`config.mk`:
```
export PLATFORM = sky130hd
export DESIGN_NAME = accel_spi_reader
export DESIGN_NICKNAME = d
export VERILOG_FILES = /design/src/rtl/accel_pkg.sv /design/src/rtl/spi_xfer_engine.sv /design/src/rtl/accel_spi_reader.sv
export SDC_FILE = /design/constraint.sdc
export NUM_CORES = 1
export LEC_CHECK = 0
export ABC_CLOCK_PERIOD_IN_PS = 5200
export CAP_MARGIN = 20
export CORE_ASPECT_RATIO = 1.2
export CORE_MARGIN = 2
export CORE_UTILIZATION = 61
export CTS_BUF_LIST = sky130_fd_sc_hd__clkbuf_16
export CTS_CLUSTER_SIZE = 40
export DETAILED_ROUTE_END_ITERATION = 10
export GPL_ROUTABILITY_DRIVEN = 0
export PLACE_DENSITY_LB_ADDON = 0.12
export REMOVE_ABC_BUFFERS = 1
export SYNTH_ARGS = -nofsm -noshare
export SYNTH_HDL_FRONTEND = slang
export SYNTH_SLANG_ARGS = --single-unit
```
`constraint.sdc`:
```
create_clock -name clk -period 5.2 [get_ports clk]
set_clock_uncertainty 0.2 [all_clocks]
set_input_delay 1.04 -clock clk [delete_from_list [all_inputs] [get_ports clk]]
set_output_delay 1.04 -clock clk [all_outputs]
set_load 0.03 [all_outputs]
```
`src/rtl/accel_pkg.sv`:
```
// Shared constants for the accelerometer SPI reader: register map,
// power-up configuration table, read command and FSM states.
package accel_pkg;

  localparam logic [5:0] DATA_FORMAT = 6'h31;
  localparam logic [5:0] BW_RATE     = 6'h2C;
  localparam logic [5:0] INT_MAP     = 6'h2F;
  localparam logic [5:0] INT_ENABLE  = 6'h2E;
  localparam logic [5:0] POWER_CTL   = 6'h2D;
  localparam logic [5:0] DATAY0      = 6'h34;

  // R=1, MB=1 so DATAY0 and DATAY1 stream out in one frame
  localparam logic [7:0] READ_CMD = {1'b1, 1'b1, DATAY0};

  localparam int INIT_LEN = 5;

  typedef struct packed {
    logic [5:0] addr;
    logic [7:0] data;
  } init_entry_t;

  typedef enum logic [2:0] {
    ST_STARTUP,
    ST_INIT_XFER,
    ST_INIT_GAP,
    ST_IDLE,
    ST_READ_XFER,
    ST_UPDATE
  } state_t;

  // POWER_CTL goes last so the part only starts measuring once configured
  function automatic init_entry_t init_entry(input logic [2:0] idx);
    case (idx)
      3'd0:    init_entry = '{addr: DATA_FORMAT, data: 8'h00};
      3'd1:    init_entry = '{addr: BW_RATE,     data: 8'h0A};
      3'd2:    init_entry = '{addr: INT_MAP,     data: 8'h80};
      3'd3:    init_entry = '{addr: INT_ENABLE,  data: 8'h80};
      default: init_entry = '{addr: POWER_CTL,   data: 8'h08};
    endcase
  endfunction

endpackage

```
`src/rtl/spi_xfer_engine.sv`:
```
// SPI mode-3 frame engine: shifts out nbytes of tx_word MSB-first, captures
// MISO into rx_word, and enforces CS setup/hold and the inter-frame gap.
module spi_xfer_engine #(
  parameter int SCLK_HALF = 25
) (
  input  logic        clk,
  input  logic        rst,
  input  logic        start,
  input  logic [1:0]  nbytes,
  input  logic [23:0] tx_word,
  input  logic        spi_miso,
  output logic        busy,
  output logic        done,
  output logic [23:0] rx_word,
  output logic        spi_cs_n,
  output logic        spi_sclk,
  output logic        spi_mosi
);

  localparam int DW = $clog2(SCLK_HALF);
  localparam logic [DW-1:0] DIV_END = DW'(SCLK_HALF - 1);

  logic [DW-1:0] div;
  logic [5:0]    hp;      // half-period index within the frame
  logic [5:0]    nbits2;  // 2 * bit count
  logic [23:0]   sh;

  // Half-periods 0..nbits2-1 carry SCLK edges (even = fall, odd = rise),
  // nbits2 releases CS, and two more half-periods form the CS-high gap.
  always_ff @(posedge clk or posedge rst) begin
    if (rst) begin
      busy     <= 1'b0;
      done     <= 1'b0;
      rx_word  <= '0;
      spi_cs_n <= 1'b1;
      spi_sclk <= 1'b1;
      spi_mosi <= 1'b1;
      div      <= '0;
      hp       <= '0;
      nbits2   <= '0;
      sh       <= '0;
    end else begin
      done <= 1'b0;
      if (!busy) begin
        if (start) begin
          busy     <= 1'b1;
          spi_cs_n <= 1'b0;
          spi_sclk <= 1'b1;
          sh       <= tx_word;
          nbits2   <= (nbytes == 2'd3) ? 6'd48 : 6'd32;
          rx_word  <= '0;
          div      <= '0;
          hp       <= '0;
        end
      end else if (div == DIV_END) begin
        div <= '0;
        hp  <= hp + 6'd1;
        if (hp < nbits2) begin
          if (!hp[0]) begin
            spi_sclk <= 1'b0;
            spi_mosi <= sh[23];
            sh       <= {sh[22:0], 1'b1};
          end else begin
            spi_sclk <= 1'b1;
            rx_word  <= {rx_word[22:0], spi_miso};
          end
        end else if (hp == nbits2) begin
          spi_cs_n <= 1'b1;
          spi_mosi <= 1'b1;
        end else if (hp == nbits2 + 6'd2) begin
          busy <= 1'b0;
          done <= 1'b1;
        end
      end else begin
        div <= div + 1'b1;
      end
    end
  end

endmodule

```
`src/rtl/accel_spi_reader.sv`:
```
// Accelerometer front end: power-up wait, register init, then fixed-rate
// Y-axis polling producing a 10-bit sample and synchronized INT2.
module accel_spi_reader
  import accel_pkg::*;
#(
  parameter int SCLK_HALF      = 25,
  parameter int STARTUP_CYCLES = 100000,
  parameter int POLL_CYCLES    = 500000
) (
  input  logic       clk,
  input  logic       rst,
  input  logic       spi_miso,
  input  logic       int2_in,
  output logic       spi_cs_n,
  output logic       spi_sclk,
  output logic       spi_mosi,
  output logic [9:0] y_num,
  output logic       y_int2,
  output logic       y_valid,
  output logic       init_done
);

  localparam int SW = $clog2(STARTUP_CYCLES + 1);
  localparam int PW = $clog2(POLL_CYCLES + 1);
  localparam logic [SW-1:0] STARTUP_END = SW'(STARTUP_CYCLES - 1);
  localparam logic [PW-1:0] POLL_END    = PW'(POLL_CYCLES - 1);

  state_t      state;
  logic [SW-1:0] startup_cnt;
  logic [PW-1:0] poll_cnt;
  logic [2:0]  idx;
  logic        int2_meta;

  logic        xfer_start, xfer_busy, xfer_done;
  logic [1:0]  xfer_nbytes;
  logic [23:0] xfer_tx, xfer_rx;
  init_entry_t next_entry;

  logic startup_end, poll_end, init_last;
  logic unused_xfer;

  assign startup_end = (state == ST_STARTUP) && (startup_cnt == STARTUP_END);
  assign poll_end    = (poll_cnt == POLL_END);
  assign init_last   = (idx == 3'(INIT_LEN - 1));
  assign unused_xfer = ^{xfer_busy, xfer_rx[23:16], xfer_rx[7:2]};

  // Start is decoded on the same edge as the FSM transition so CS falls with
  // zero added latency; this keeps read starts exactly POLL_CYCLES apart.
  always_comb begin
    next_entry  = init_entry((state == ST_INIT_GAP) ? idx + 3'd1 : 3'd0);
    xfer_start  = 1'b0;
    xfer_nbytes = 2'd2;
    xfer_tx     = {next_entry.addr[5:0] & 6'h3F, next_entry.data, 8'hFF} | 24'h0;
    xfer_tx[23:22] = 2'b00;
    if (startup_end || (state == ST_INIT_GAP && !init_last)) begin
      xfer_start = 1'b1;
    end else if (state == ST_IDLE && poll_end) begin
      xfer_start  = 1'b1;
      xfer_nbytes = 2'd3;
      xfer_tx     = {READ_CMD, 16'hFFFF};
    end
  end

  spi_xfer_engine #(.SCLK_HALF(SCLK_HALF)) u_xfer (
    .clk      (clk),
    .rst      (rst),
    .start    (xfer_start),
    .nbytes   (xfer_nbytes),
    .tx_word  (xfer_tx),
    .spi_miso (spi_miso),
    .busy     (xfer_busy),
    .done     (xfer_done),
    .rx_word  (xfer_rx),
    .spi_cs_n (spi_cs_n),
    .spi_sclk (spi_sclk),
    .spi_mosi (spi_mosi)
  );

  always_ff @(posedge clk or posedge rst) begin
    if (rst) begin
      state       <= ST_STARTUP;
      startup_cnt <= '0;
      poll_cnt    <= '0;
      idx         <= '0;
      y_num       <= '0;
      y_valid     <= 1'b0;
      init_done   <= 1'b0;
    end else begin
      y_valid <= 1'b0;
      // poll timer free-runs through the read so the rate ignores frame length
      if (state == ST_IDLE || state == ST_READ_XFER || state == ST_UPDATE)
        poll_cnt <= poll_end ? '0 : poll_cnt + 1'b1;
      case (state)
        ST_STARTUP: begin
          if (startup_end) begin
            idx   <= '0;
            state <= ST_INIT_XFER;
          end else begin
            startup_cnt <= startup_cnt + 1'b1;
          end
        end
        ST_INIT_XFER: if (xfer_done) state <= ST_INIT_GAP;
        ST_INIT_GAP: begin
          if (init_last) begin
            init_done <= 1'b1;
            poll_cnt  <= '0;
            state     <= ST_IDLE;
          end else begin
            idx   <= idx + 3'd1;
            state <= ST_INIT_XFER;
          end
        end
        ST_IDLE: if (poll_end) state <= ST_READ_XFER;
        ST_READ_XFER: begin
          if (xfer_done) begin
            y_num   <= {xfer_rx[1:0], xfer_rx[15:8]};
            y_valid <= 1'b1;
            state   <= ST_UPDATE;
          end
        end
        ST_UPDATE: state <= ST_IDLE;
        default:   state <= ST_STARTUP;
      endcase
    end
  end

  always_ff @(posedge clk or posedge rst) begin
    if (rst) begin
      int2_meta <= 1'b0;
      y_int2    <= 1'b0;
    end else begin
      int2_meta <= int2_in;
      y_int2    <= int2_meta;
    end
  end

endmodule

```
==> run_results.csv, run 1 <==
group,metric,value,unit
outcome,run_status,"finished, final reports clean",
power,clock_power_share,0.571,
power,peakVddDrop,0.252,mV
worst_setup_path,critical_path_required,5340,ps
power,power.share.switching,0.204,
logic_synthesis,yosysSeqAreaShare,0.526,
power,pwr-share-comb,0.010,
clocking,clock_tree.htree_level_count,4,
floorplanning,area_of_the_core,8610,um^2
drt,drt-vias-per-instance,5.99,
power,p_total,0.00212,W
drt,dr.pass1.iters,4,
clocking,cts_setup_buffers,0,
worst_setup_path,worstPathCellList,"inv_1 -> ha_1 -> nand4b_1 -> nor3_1 -> nand3_1 -> o21ai_1 -> o221a_2",
worst_setup_path,setup.worst_path.start_class,"flip-flop",
clocking,numCtsBuffers,17,
logic_synthesis,synth-edff-count,0,
logic_synthesis,synth-seq-cells,114,
logic_synthesis,synth_top_area_cell,"sky130_fd_sc_hd__dfrtp_1",
clocking,maximum_buffer_depth_of_the_clock_tree,2,
timing,fin_setup_tns,0,ps
global_route,number_of_antenna_violations_at_the_first_check_in_global_routing,0,
floorplanning,initial_util,0.631,
logic_synthesis,synth.yosys.warnings,0,
hold_path,holdCritPathClass,"reg2reg",
floorplanning,full_die_area,9680,um^2
floorplanning,chipHeight,107,um
logic_synthesis,asyncSetResetFlopFracSynth,1.00,
timing,max-slew-margin-rel,0.307,
drt,vias,3899,
worst_setup_path,critPathCaptureType,"flip-flop",
run,maximum_capacitance_violations,0,
layout,finalNetCount,536,
placed_design,buffer_ports.inserted,19,
logic_synthesis,synth-main-ff-cell,"sky130_fd_sc_hd__dfrtp_1",
clocking,cts.reportedPaths.clkPinSlew,60,ps
floorplanning,placementRows,37,
timing,drv_slew,0,
timing,worst_slew_pin_slew,1030,ps
worst_setup_path,crit_path_kind,"reg2reg",
timing,final_min_period_over_clock_period,0.591,
power,p_seq_frac,0.419,
logic_synthesis,yosys-top-cells-area,"sky130_fd_sc_hd__dfrtp_1, sky130_fd_sc_hd__nor2_1, sky130_fd_sc_hd__xor2_1, sky130_fd_sc_hd__mux2i_1, sky130_fd_sc_hd__ha_1",
logic_synthesis,synthCells,503,
drt,routed_wl,11100,um
drt,drt_iter0_drc,271,
worst_setup_path,critical_path_arrival,3210,ps
clocking,clock_sink_count,114,
power,power.switching,0.000433,W
clocking,cts_tree,"built",
floorplanning,fp.dieW,90.1,um
power,standby_leakage_power,2.95,nW
clocking,cts-root-buf,"sky130_fd_sc_hd__clkbuf_16",
layout,diodes,0,
logic_synthesis,synthDistinctLibCells,66,
layout,layout.filler_cells,625,
timing,rsz_0062_raised_after_global_routing,"false",
floorplanning,ios,20,
worst_setup_path,max_stage_delay,700,ps
global_route,first_global_vias,4002,
logic_synthesis,synthesis.area_per_instance,10.8,um^2
global_route,total_routing_usage_gr,0.252,
timing,setup_viol,0,
drt,drcViolationCount,0,
worst_setup_path,timing.critical_path.fanout_max,25,
timing,hold_viol,0,
layout,layout-area-overhead-vs-synth,16.4,%
worst_setup_path,critPathBufInv,1,
timing,hold-worst-slack,149,ps
layout,final_layout_size_suffix_gt1_frac,0.127,
timing,maxClockFrequency,325,MHz
clocking,resized_cells_post_cts,0,
timing,min_period,3070,ps
placed_design,dpl_hpwl,6930,um
logic_synthesis,yosysTopAreaCellShare,0.511,
global_route,grt_pass1_wl,19600,um
global_route,largest_net_degree_at_the_start_of_global_routing,59,
power,internal-power,0.00169,W
clocking,clkLatencyLatePin,400,ps
worst_setup_path,worst_path_max_delay_cell,"sky130_fd_sc_hd__nand3_1",
global_route,grt_overflow,0,
drt,routed_wire_length_per_instance,17.1,um
logic_synthesis,synth.cell_area,5430,um^2
worst_setup_path,cpLargestDelayFamily,"simple AND/OR/NAND/NOR gates",
drt,ant_nets,0,
power,power.density,336,nW/um^2
clocking,post_cts_hold_buffer_count,0,
## synth_stat cells (3+ instances only)
master,n
sky130_fd_sc_hd__a21o_1,3
sky130_fd_sc_hd__a21oi_1,15
sky130_fd_sc_hd__a22o_1,7
sky130_fd_sc_hd__a22oi_1,3
sky130_fd_sc_hd__and3_1,11
sky130_fd_sc_hd__buf_2,7
sky130_fd_sc_hd__clkbuf_1,12
sky130_fd_sc_hd__dfrtp_1,111
sky130_fd_sc_hd__dfstp_2,3
sky130_fd_sc_hd__ha_1,11
sky130_fd_sc_hd__inv_1,17
sky130_fd_sc_hd__mux2_2,11
sky130_fd_sc_hd__mux2i_1,14
sky130_fd_sc_hd__nand2_1,34
sky130_fd_sc_hd__nand2b_1,3
sky130_fd_sc_hd__nand3_1,19
sky130_fd_sc_hd__nand4_1,7
sky130_fd_sc_hd__nor2_1,67
sky130_fd_sc_hd__nor2b_1,3
sky130_fd_sc_hd__nor3_1,5
sky130_fd_sc_hd__nor4_1,6
sky130_fd_sc_hd__nor4b_2,3
sky130_fd_sc_hd__o21ai_0,10
sky130_fd_sc_hd__o221a_2,5
sky130_fd_sc_hd__o22ai_1,3
sky130_fd_sc_hd__o2bb2ai_1,13
sky130_fd_sc_hd__o31ai_1,3
sky130_fd_sc_hd__o32ai_1,6
sky130_fd_sc_hd__or3_1,3
sky130_fd_sc_hd__xnor2_1,13
sky130_fd_sc_hd__xor2_1,28
## cell families (layout without fill, tap and decap cells)
logic type               Yosys count  in the layout  share of synthesized area
AO/OA/AOI/OAI                     86             86                      0.121
XOR/XNOR                          41             41                     0.0661
adder cells (fa/ha/maj)           11             11                     0.0253
buffers and inverters             42             73                     0.0348
flip-flops                       114            114                      0.526
multiplexers                      25             25                     0.0486
AND/OR/NAND/NOR                  184            184                      0.178
## worst reg2reg max path: cells and delay by family (launching register included)
kind / cells / cell delay [ps]
simple gates: 3 / 1360
buf+inv: 1 / 80
flops: 1 / 420
compound gates: 2 / 790
fa+ha+maj: 1 / 160
## sequential cells by signal, indices dropped and copies added, names as in the netlist, 3 cells and up
| name | cells |
|---|---|
| u_xfer.sh | 24 |
| poll_cnt | 19 |
| startup_cnt | 17 |
| u_xfer.rx_word | 16 |
| y_num | 10 |
| u_xfer.hp | 6 |
| u_xfer.div | 5 |
| idx | 3 |
| state | 3 |
## layout by cell type (no fill, tap or decap), types with 14 or more instances in the layout
master                            netlist  layout
sky130_fd_sc_hd__nand2_1               34      34
sky130_fd_sc_hd__nand3_1               19      19
sky130_fd_sc_hd__inv_1                 17      18
sky130_fd_sc_hd__clkbuf_16              0      17
sky130_fd_sc_hd__nor2_1                67      67
sky130_fd_sc_hd__mux2i_1               14      14
sky130_fd_sc_hd__a21oi_1               15      15
sky130_fd_sc_hd__dfrtp_1              111     111
sky130_fd_sc_hd__clkdlybuf4s50_1        0      19
sky130_fd_sc_hd__xor2_1                28      28
## through the flow
stage / instance area [um^2] / util / cells / setup slack, ps
global placement: 5690 / 0.661 / 618 / 2300
finish: 6320 / 0.734 / 651 / 2130
detailed placement: 5700 / 0.662 / 619 / 2160
global route: 6320 / 0.734 / 651 / 1890
CTS: 6320 / 0.734 / 651 / 2130
floorplan: 5310 / - / 479 / 949
## worst paths after layout
| kind | startpoint | endpoint | slack, ps | cells past startpoint |
|---|---|---|---|---|
| worst min register to register | int2_meta | y_int2 | 150 | 0 |
| min in group asynchronous | rst | int2_meta | 910 | 2 |
| worst max-delay path | u_xfer.div[0] | u_xfer.sh[14] | 2130 | 7 |
| worst min-delay path | int2_meta | y_int2 | 150 | 0 |
| max in group asynchronous | rst | u_xfer.spi_cs_n | 2960 | 3 |
| worst max register to register | u_xfer.div[0] | u_xfer.sh[14] | 2130 | 7 |
## power groups by stage
stage                      logic, W  registers, W  clock network [W]
after floorplan           0.0000129      0.000905                  0
after global placement    0.0000232      0.000904                  0
after detailed placement  0.0000235      0.000904                  0
after CTS                 0.0000237      0.000889            0.00122
after global routing      0.0000263      0.000888            0.00127
final                     0.0000221      0.000889            0.00121
## layer usage
| layer | vias up | track usage | part of all wire |
|---|---|---|---|
| met5 | - | 0 | 0 |
| met4 | 0 | 0.0714 | 0.0082 |
| met3 | 8 | 0.0539 | 0.033 |
| met2 | 73 | 0.438 | 0.52 |
| met1 | 1991 | 0.320 | 0.44 |
| li1 | 1827 | - | - |
## layout make-up
cell class	count	area, um^2	share of cell area
inverter	18	70.1	0.0111
multi-input combinational	347	2400	0.380
clock inverter	15	194	0.0307
tap	117	146	0.0231
clock buffer	17	425	0.0673
sequential	114	2860	0.452
timing repair buffer	23	228	0.0360
Power figures use the tool's default switching activity.
==> run 2: changes to the inputs <==
ABC_CLOCK_PERIOD_IN_PS = 2900   (was 5200)
clock period = 2.9 ns   (was 5.2 ns; I/O delays follow)
==> run_results.csv, run 2 (synthesis gave the netlist of run 1 again) <==
group,metric,value,unit
timing,hold_viol,0,
hold_path,holdCritPathClass,"reg2reg",
worst_setup_path,crit_path_kind,"reg2reg",
timing,rsz_0062_raised_after_global_routing,"false",
timing,maxClockFrequency,405,MHz
layout,layout.filler_cells,627,
worst_setup_path,setup.worst_path.start_class,"flip-flop",
worst_setup_path,critical_path_required,2990,ps
power,power.density,598,nW/um^2
run,maximum_capacitance_violations,0,
layout,largest_register_ffs,24,
layout,most_frequent_standard_cell_in_the_layout_excluding_fill_and_tap_cells,"sky130_fd_sc_hd__dfrtp_1",
clocking,maximum_buffer_depth_of_the_clock_tree,2,
drt,drt_iter0_drc,257,
drt,dr.pass1.iters,4,
global_route,grt_pass1_wl,19000,um
timing,final_min_period_over_clock_period,0.852,
floorplanning,placementRows,37,
worst_setup_path,critPathCaptureType,"flip-flop",
layout,layout_common_cells,"sky130_fd_sc_hd__dfrtp_1, sky130_fd_sc_hd__nor2_1, sky130_fd_sc_hd__nand2_1",
clocking,clock_tree.htree_level_count,4,
drt,drt-vias-per-instance,5.89,
clocking,numCtsBuffers,17,
floorplanning,fp.dieW,90.1,um
timing,worst_slew_pin_slew,591,ps
placed_design,placedInstanceArea,5800,um^2
layout,largestRegisters,"u_xfer.sh x24, poll_cnt x19, startup_cnt x17",
worst_setup_path,critical_path_arrival,2560,ps
worst_setup_path,timing.critical_path.fanout_max,17,
global_route,first_global_vias,4004,
drt,vias,3890,
layout,top_register,"u_xfer.sh",
placed_design,dpl_hpwl,7100,um
clocking,resized_cells_post_cts,0,
floorplanning,full_die_area,9680,um^2
layout,final-seq-area,2860,um^2
layout,diodes,0,
clocking,clkLatencyLatePin,410,ps
timing,setup_viol,0,
clocking,clock_sink_count,114,
floorplanning,area_of_the_core,8610,um^2
global_route,grt_overflow,0,
timing,min_period,2470,ps
drt,drcViolationCount,0,
layout,finalNetCount,546,
timing,hold-worst-slack,146,ps
clocking,cts_setup_buffers,0,
clocking,post_cts_hold_buffer_count,0,
global_route,largest_net_degree_at_the_start_of_global_routing,40,
floorplanning,initial_util,0.631,
layout,final_layout_size_suffix_gt1_frac,0.140,
drt,routed_wl,11000,um
placed_design,dpl.cell_count,629,
outcome,run_status,"finished, final reports clean",
placed_design,buffer_ports.inserted,19,
layout,layout-area-overhead-vs-synth,18.2,%
timing,drv_slew,0,
power,peakVddDrop,0.398,mV
floorplanning,ios,20,
layout,multiInputGateArea,2400,um^2
timing,max-slew-margin-rel,0.606,
drt,routed_wire_length_per_instance,16.6,um
power,standby_leakage_power,3.01,nW
layout,final_instance_count_excl_fillers,661,
global_route,number_of_antenna_violations_at_the_first_check_in_global_routing,0,
drt,ant_nets,0,
clocking,cts-root-buf,"sky130_fd_sc_hd__clkbuf_16",
layout,layout.core_utilization,0.745,
layout,final_cell_area,6420,um^2
global_route,total_routing_usage_gr,0.247,
clocking,cts.reportedPaths.clkPinSlew,50,ps
floorplanning,chipHeight,107,um
clocking,cts_tree,"built",
run 2: cell count changes in the layout (fill, tap and decap cells not counted), sizes merged:
cell / change
clkinvlp: -2
inv: -1
clkinv: +2
bufinv: +1
buf: +10
run 2: final cells by class:
type	count	share of cell area
Sequential cell	114	0.445
Clock buffer	17	0.0663
Multi-Input combinational cell	347	0.374
Tap cell	117	0.0228
Clock inverter	15	0.0306
Timing Repair Buffer	33	0.0499
Inverter	18	0.0109
run 2: where the power goes:
part	switching, W	leakage (nW)	internal, W
Sequential	0.000000266	1.56	0.00159
Combinational	0.0000334	1.14	0.0000113
Clock	0.000701	0.308	0.00150
run 2: layer usage:
| layer | GRT usage | part of all wire | up-vias | wire [um] |
|---|---|---|---|---|
| met5 | 0 | 0 | - | 0 |
| met4 | 0.110 | 0.018 | 0 | 198 |
| met3 | 0.0511 | 0.021 | 19 | 233 |
| met2 | 0.415 | 0.52 | 52 | 5660 |
| met1 | 0.312 | 0.44 | 1972 | 4880 |
| li1 | - | - | 1847 | - |
run 2: final timing paths:
path                           startpoint         endpoint  slack, ps  cells past startpoint
max reg2reg                startup_cnt[0]    u_xfer.sh[20]        430                      6
max in group asynchronous             rst  u_xfer.spi_cs_n       1500                      3
max                        startup_cnt[0]    u_xfer.sh[20]        430                      6
min                             int2_meta           y_int2        150                      0
min in group asynchronous             rst   startup_cnt[6]        360                      2
min reg2reg                     int2_meta           y_int2        150                      0
run 2: critical path, cell delays in order (launching register included):
cell and delay (ps):
sky130_fd_sc_hd__dfrtp_1 430, sky130_fd_sc_hd__ha_1 210, sky130_fd_sc_hd__nand3_1 120, sky130_fd_sc_hd__nand2b_1 230, sky130_fd_sc_hd__o31a_1 410, sky130_fd_sc_hd__a21o_1 400
sky130_fd_sc_hd__a32o_1 350
run 2: per-stage QoR:
step	TNS, ps	power, W	worst slack [ps]
6_report	0	0.00384	430
5_1_grt	0	0.00395	313
3_3_place_gp	0	0.00167	543
2_1_floorplan	-99140	0.00165	-891
3_5_place_dp	0	0.00167	472
4_1_cts	0	0.00387	447
